$ cat src/rtl/core_pkg.sv
// ---------------------------------------------------------------------------
// core_pkg
// Shared types for the core memory arbiter slice.
//   mem_arb_state_e : arbiter FSM states (IDLE, ISSUE, WAIT_RSP)
//   mem_arb_owner_e : which requester owns the outstanding transaction
//   grant_to_owner  : converts a one-hot {d, i} grant into an owner value
// Optional feature macro used by this slice: LETC_MEM_ARB_ROUND_ROBIN_EN
// ---------------------------------------------------------------------------
package core_pkg;

    typedef enum logic [1:0] {
        IDLE     = 2'd0,
        ISSUE    = 2'd1,
        WAIT_RSP = 2'd2
    } mem_arb_state_e;

    typedef enum logic {
        OWNER_I = 1'b0,
        OWNER_D = 1'b1
    } mem_arb_owner_e;

    // Bit positions inside the one-hot grant vector
    localparam int GRANT_I_BIT = 0;
    localparam int GRANT_D_BIT = 1;

    function automatic mem_arb_owner_e grant_to_owner(input logic [1:0] grant);
        return grant[GRANT_D_BIT] ? OWNER_D : OWNER_I;
    endfunction

endpackage

$ cat src/rtl/core_mem_arb_picker.sv
// ---------------------------------------------------------------------------
// core_mem_arb_picker
// Purely combinational grant selection between the fetch and data requesters.
// Ports:
//   i_valid    in   fetch requester is asking
//   d_valid    in   data requester is asking
//   last_owner in   owner granted most recently (OWNER_I encoding = 0);
//                   on contention the other requester wins
//   grant      out  one-hot grant, bit GRANT_I_BIT = fetch, GRANT_D_BIT = data
// Fixed data-first priority falls out of tying last_owner to OWNER_I.
// ---------------------------------------------------------------------------
module core_mem_arb_picker
    import core_pkg::*;
(
    input  logic       i_valid,
    input  logic       d_valid,
    input  logic       last_owner,
    output logic [1:0] grant
);

    // Single requester wins outright; with both present the one not
    // granted last time is favoured.
    always_comb begin
        grant = 2'b00;
        if (i_valid && d_valid) begin
            if (last_owner == OWNER_I) begin
                grant[GRANT_D_BIT] = 1'b1;
            end else begin
                grant[GRANT_I_BIT] = 1'b1;
            end
        end else if (d_valid) begin
            grant[GRANT_D_BIT] = 1'b1;
        end else if (i_valid) begin
            grant[GRANT_I_BIT] = 1'b1;
        end
    end

endmodule

$ cat src/rtl/core_mem_arbiter.sv
// ---------------------------------------------------------------------------
// core_mem_arbiter
// Shares one memory request/response port between the instruction fetch
// requester (i_*) and the load/store requester (d_*). One transaction is in
// flight at a time: IDLE picks and latches a winner, ISSUE presents it to
// memory until accepted, WAIT_RSP forwards the single response to the owner.
// Ports:
//   clk, rst_n                  clock, asynchronous active-low reset
//   i_req_* / i_rsp_*           fetch request (read only) and response
//   d_req_* / d_rsp_*           load/store request and response
//   mem_req_* / mem_rsp_*       shared memory port
//   busy                        high whenever the FSM is not IDLE
// Optional feature: define LETC_MEM_ARB_ROUND_ROBIN_EN to replace the fixed
// data-first priority with a 1-bit round-robin pointer.
// ---------------------------------------------------------------------------
module core_mem_arbiter
    import core_pkg::*;
#(
    parameter int ADDR_W = 32,
    parameter int DATA_W = 32
) (
    input  logic                  clk,
    input  logic                  rst_n,

    input  logic                  i_req_valid,
    output logic                  i_req_ready,
    input  logic [ADDR_W-1:0]     i_req_addr,
    output logic                  i_rsp_valid,
    output logic [DATA_W-1:0]     i_rsp_rdata,

    input  logic                  d_req_valid,
    output logic                  d_req_ready,
    input  logic [ADDR_W-1:0]     d_req_addr,
    input  logic                  d_req_we,
    input  logic [DATA_W/8-1:0]   d_req_wstrb,
    input  logic [DATA_W-1:0]     d_req_wdata,
    output logic                  d_rsp_valid,
    output logic [DATA_W-1:0]     d_rsp_rdata,

    output logic                  mem_req_valid,
    input  logic                  mem_req_ready,
    output logic [ADDR_W-1:0]     mem_req_addr,
    output logic                  mem_req_we,
    output logic [DATA_W/8-1:0]   mem_req_wstrb,
    output logic [DATA_W-1:0]     mem_req_wdata,
    input  logic                  mem_rsp_valid,
    input  logic [DATA_W-1:0]     mem_rsp_rdata,

    output logic                  busy
);

    mem_arb_state_e        state_q;
    mem_arb_state_e        state_d;
    mem_arb_owner_e        owner_q;
    logic [ADDR_W-1:0]     addr_q;
    logic                  we_q;
    logic [DATA_W/8-1:0]   wstrb_q;
    logic [DATA_W-1:0]     wdata_q;

    logic [1:0]            grant;
    logic                  last_owner;
    logic                  take_request;
    mem_arb_owner_e        winner;

    assign take_request = (state_q == IDLE) && (i_req_valid || d_req_valid);
    assign winner       = grant_to_owner(grant);

`ifdef LETC_MEM_ARB_ROUND_ROBIN_EN
    logic rr_last_q;

    // Remember who was granted last so contention alternates between
    // requesters; it moves on every grant, contended or not.
    always_ff @(posedge clk or negedge rst_n) begin
        if (!rst_n) begin
            rr_last_q <= OWNER_I;
        end else if (take_request) begin
            rr_last_q <= winner;
        end
    end

    assign last_owner = rr_last_q;
`else
    // Pretending fetch was granted last makes data win every contention.
    assign last_owner = OWNER_I;
`endif

    core_mem_arb_picker u_picker (
        .i_valid    (i_req_valid),
        .d_valid    (d_req_valid),
        .last_owner (last_owner),
        .grant      (grant)
    );

    // State register.
    always_ff @(posedge clk or negedge rst_n) begin
        if (!rst_n) begin
            state_q <= IDLE;
        end else begin
            state_q <= state_d;
        end
    end

    // Next-state logic. WAIT_RSP always returns to IDLE, so a new request
    // is never sampled in the cycle a response completes.
    always_comb begin
        state_d = state_q;
        case (state_q)
            IDLE:     if (i_req_valid || d_req_valid) state_d = ISSUE;
            ISSUE:    if (mem_req_ready)              state_d = WAIT_RSP;
            WAIT_RSP: if (mem_rsp_valid)              state_d = IDLE;
            default:                                  state_d = IDLE;
        endcase
    end

    // Latch the winner's request only in IDLE; the memory port is driven
    // from these registers so it stays stable while memory stalls. Fetches
    // are always reads with no strobes.
    always_ff @(posedge clk or negedge rst_n) begin
        if (!rst_n) begin
            owner_q <= OWNER_I;
            addr_q  <= '0;
            we_q    <= 1'b0;
            wstrb_q <= '0;
            wdata_q <= '0;
        end else if (take_request) begin
            owner_q <= winner;
            if (winner == OWNER_D) begin
                addr_q  <= d_req_addr;
                we_q    <= d_req_we;
                wstrb_q <= d_req_wstrb;
                wdata_q <= d_req_wdata;
            end else begin
                addr_q  <= i_req_addr;
                we_q    <= 1'b0;
                wstrb_q <= '0;
                wdata_q <= '0;
            end
        end
    end

    assign mem_req_addr  = addr_q;
    assign mem_req_we    = we_q;
    assign mem_req_wstrb = wstrb_q;
    assign mem_req_wdata = wdata_q;
    assign i_rsp_rdata   = mem_rsp_rdata;
    assign d_rsp_rdata   = mem_rsp_rdata;

    // Output decode. Ready pulses only in the accept cycle; responses pass
    // straight through to the owner in WAIT_RSP and are dropped elsewhere.
    always_comb begin
        mem_req_valid = 1'b0;
        i_req_ready   = 1'b0;
        d_req_ready   = 1'b0;
        i_rsp_valid   = 1'b0;
        d_rsp_valid   = 1'b0;
        busy          = (state_q != IDLE);
        case (state_q)
            ISSUE: begin
                mem_req_valid = 1'b1;
                i_req_ready   = mem_req_ready && (owner_q == OWNER_I);
                d_req_ready   = mem_req_ready && (owner_q == OWNER_D);
            end
            WAIT_RSP: begin
                i_rsp_valid = mem_rsp_valid && (owner_q == OWNER_I);
                d_rsp_valid = mem_rsp_valid && (owner_q == OWNER_D);
            end
            default: ;
        endcase
    end

endmodule

$ cat config.mk
export PLATFORM = sky130hd
export DESIGN_NAME = core_mem_arbiter
export DESIGN_NICKNAME = d
export VERILOG_FILES = /design/src/rtl/core_pkg.sv /design/src/rtl/core_mem_arb_picker.sv /design/src/rtl/core_mem_arbiter.sv
export SDC_FILE = /design/constraint.sdc
export NUM_CORES = 1
export LEC_CHECK = 0
export CAP_MARGIN = 0
export CORE_UTILIZATION = 32
export DETAILED_ROUTE_END_ITERATION = 12
export PLACE_DENSITY = 0.77
export SLEW_MARGIN = 20
export SYNTH_ARGS = -nofsm -noshare
export SYNTH_HDL_FRONTEND = slang
export SYNTH_HIERARCHICAL = 1
export SYNTH_SLANG_ARGS = --single-unit
$ cat constraint.sdc
create_clock -name clk -period 3.85 [get_ports clk]
set_input_delay 0.385 -clock clk [delete_from_list [all_inputs] [get_ports clk]]
set_output_delay 0.385 -clock clk [all_outputs]
set_load 0.02 [all_outputs]
==> summary.md <==
| Metric | Value |
|---|---|
| Status | finished, final reports clean |
| Initial antenna violation count | 0 |
| Worst-path cell chain | or2_4, clkdlybuf4s50_1 |
| Num CTS Buffers | 9 |
| Sink Count | 72 |
| Leak Pwr | ~2.3 nW |
| DR vias | about 3000 |
| Worst slack at placement | ~1500 ps |
| 1st-iter DRT viols | 100 |
| Insertion delay to the later sink of the worst-skew pair | about 320 ps |
| Top Layer Used | met4 |
| DRT Wirelength | about 9.7 mm |
| WS Path Type | reg -> out |
| Psw | 1.59 mW |
| Max_slew headroom | 38.3% |
| Crit-path max cell delay | 740 ps |
| Via density | around 4.7 |
| Total power | ~4.4 mW |
| Bufs on Longest Clock Path | 2 |
| Cell-internal power | 2.84 mW |
| First-pass GRT wire length | roughly 15 mm |
| Cts hold-fix bufs | 0 |
| Power share of the clock group | 18.2% |
| Finish-stage setup viols | 0 |
| Critical Path Fanout Max | 76 |
| Ys Warns | 6 |
| Vias in the first global route | between 3000 and 4000 |
| Worst setup EP type | output port |
| Net Count, Synth | a little under 500 |
| Clock transition at path regs | 60 ps |
| Fmax achieved | 0.401 GHz |
| Max-slew violations | 0 |
| Least-Margin Pin Slew | roughly 920 ps |
| Clock Skews | 6.48 ps |
| Pin count of the biggest net entering global routing | slightly below 80 |
| Starting Density | 33.1% |
| Final net count | around 600 |
| Setup bufs post-CTS | 0 |
| H-Tree Depth | 3 |
| Slowest-stage cell, CP | clkdlybuf4s50_1 |
| Post-layout util | 47.0% |
| Setup ws final | approximately 1400 ps |
| # DRC | 0 |
| Post-DR wirelength/cell | between 15 and 20 um |
| DR pass1 iterations | 4 |
| Post-route minimum period | between 2000 and 2500 ps |
| Post-route ant nets | 0 |
| Cell Rows | 40 |
| Met2 routed WL | 4.56 mm |
| CTS tree | built |
| Number of port buffers | roughly 180 |
| Root buffer cell | clkbuf_16 |
| Io pins | 278 |
| Die Footprint | between 10000 and 15000 um^2 |
| Hold Violations, Final | 0 |
| Die H | between 100 and 150 um |
| DR WL met3 | a little under 900 um |
| CP Launch Type | flip-flop |
| Combinational Power Share | roughly half |
| Total track usage | between 10% and 20% |
| Worst Path Buf+Inv | 1 |
| Core area | 12100 um^2 |
| Worst EP arrival | approximately 2100 ps |
| Cells resized by post-CTS repair | 0 |
| Hpwl dp | roughly 7 mm |
| Post-synthesis cell count | approximately 350 |
| WL met1 | between 4 and 5 mm |
| Sw Share | between 30% and 40% |
| Unrepaired setup endpoints after global routing | no |
| Synth-to-Final Area Change | 42.3% |
| Placed insts | 615 |
| Layout cells sized above 1 | between 10% and 20% |
| Sequential share of power | 30.4% |
| Max Cap Viol | 0 |
| Worst Hold Class | in -> async |
| Syn Area/Cell | 11.3 um^2 |
| Req. time, crit path | between 3000 and 4000 ps |
| Setup Total Neg Slack | 0 ps |
| GP Congestion | approximately 0.68 |
| Grt ovf | 0 |
| Maximum VDD drop | just over 0.0003 V |
| Fin cells | 630 |
| Tcrit/Tclk final | approximately two thirds |
| Synthesized cell area | between 4000 and 5000 um^2 |
| Ant. Diodes | 0 |
| Die Wd | ~110 um |
| Kind of cell with the highest combined delay on the critical path | buffers and inverters |
| Pwr dens | roughly 780 nW/um^2 |
-- per-stage QoR --
stage | hold slack [ps] | area (um^2)
3_5_place_dp | 491 | 5410
4_1_cts | 236 | 5700
6_report | 195 | 5700
5_1_grt | 273 | 5700
3_3_place_gp | 492 | 5410
2_1_floorplan | 89.4 | 4000
-- layer usage --
| layer | track usage [%] | up-vias |
|---|---|---|
| li1 | - | 1372 |
| met1 | 17.7 | 1380 |
| met2 | 25.2 | 162 |
| met3 | 5.15 | 17 |
| met4 | 5.19 | 0 |
| met5 | 0 | - |
-- cells in the final DEF (no fill, tap or decap), drive strengths merged --
cell type      instances
a21boi                 1
a21o                   1
and3                   1
and4b                  1
buf                    4
bufinv                 1
clkbuf                11
clkdlybuf4s50        180
clkinv                 3
conb                   1
dfrtp                 72
inv                    1
mux2                  65
nand2                 38
nand2b                 1
nor2                   3
nor2b                  1
nor3b                  1
o21ai                 38
o31ai                 37
or2                    1
-- flip-flops by register name, summed over array words and instances, names as in the netlist --
name           count
mem_req_wdata     32
mem_req_addr      32
state_q            2
mem_req_we         1
owner_q            1
mem_req_wstrb      4
-- worst register-to-register path, cell delays in order (launching register included) --
cell,delay [ps]
dfrtp_1,400
or2_4,480
nor2_8,710
mux2_2,440
-- layout make-up --
type                    count  area (um^2)
repair buffers            184         1830
clock inverters             4         45.0
inverters                   1         3.75
fillers                  1121         6410
flip-flops and latches     72         1800
multi-input cells         190         1560
clock buffers              11          243
well taps                 168          210
-- power by group through the flow --
| stage | Clock [mW] | Sequential (mW) | Combinational (mW) |
|---|---|---|---|
| after floorplan | 0 | 1.76 | 1.01 |
| after global placement | 0 | 1.34 | 2.25 |
| after detailed placement | 0 | 1.35 | 2.30 |
| after CTS | 0.835 | 1.35 | 2.30 |
| after global routing | 0.874 | 1.40 | 2.42 |
| final | 0.804 | 1.35 | 2.28 |
-- final timing paths --
kind                             startpoint                 to  slack [ps]  cells after the start
setup / recovery                 state_q[1]               busy        1360                      2
hold / removal                        rst_n   mem_req_addr[27]         200                      1
setup reg to reg                 state_q[0]    mem_req_addr[8]        1710                      3
hold reg to reg            mem_req_addr[28]   mem_req_addr[28]         510                      1
max in group asynchronous             rst_n  mem_req_wdata[16]        3050                      1
min in group clk           mem_req_addr[28]   mem_req_addr[28]         510                      1
(Power assumes the default switching activity.)
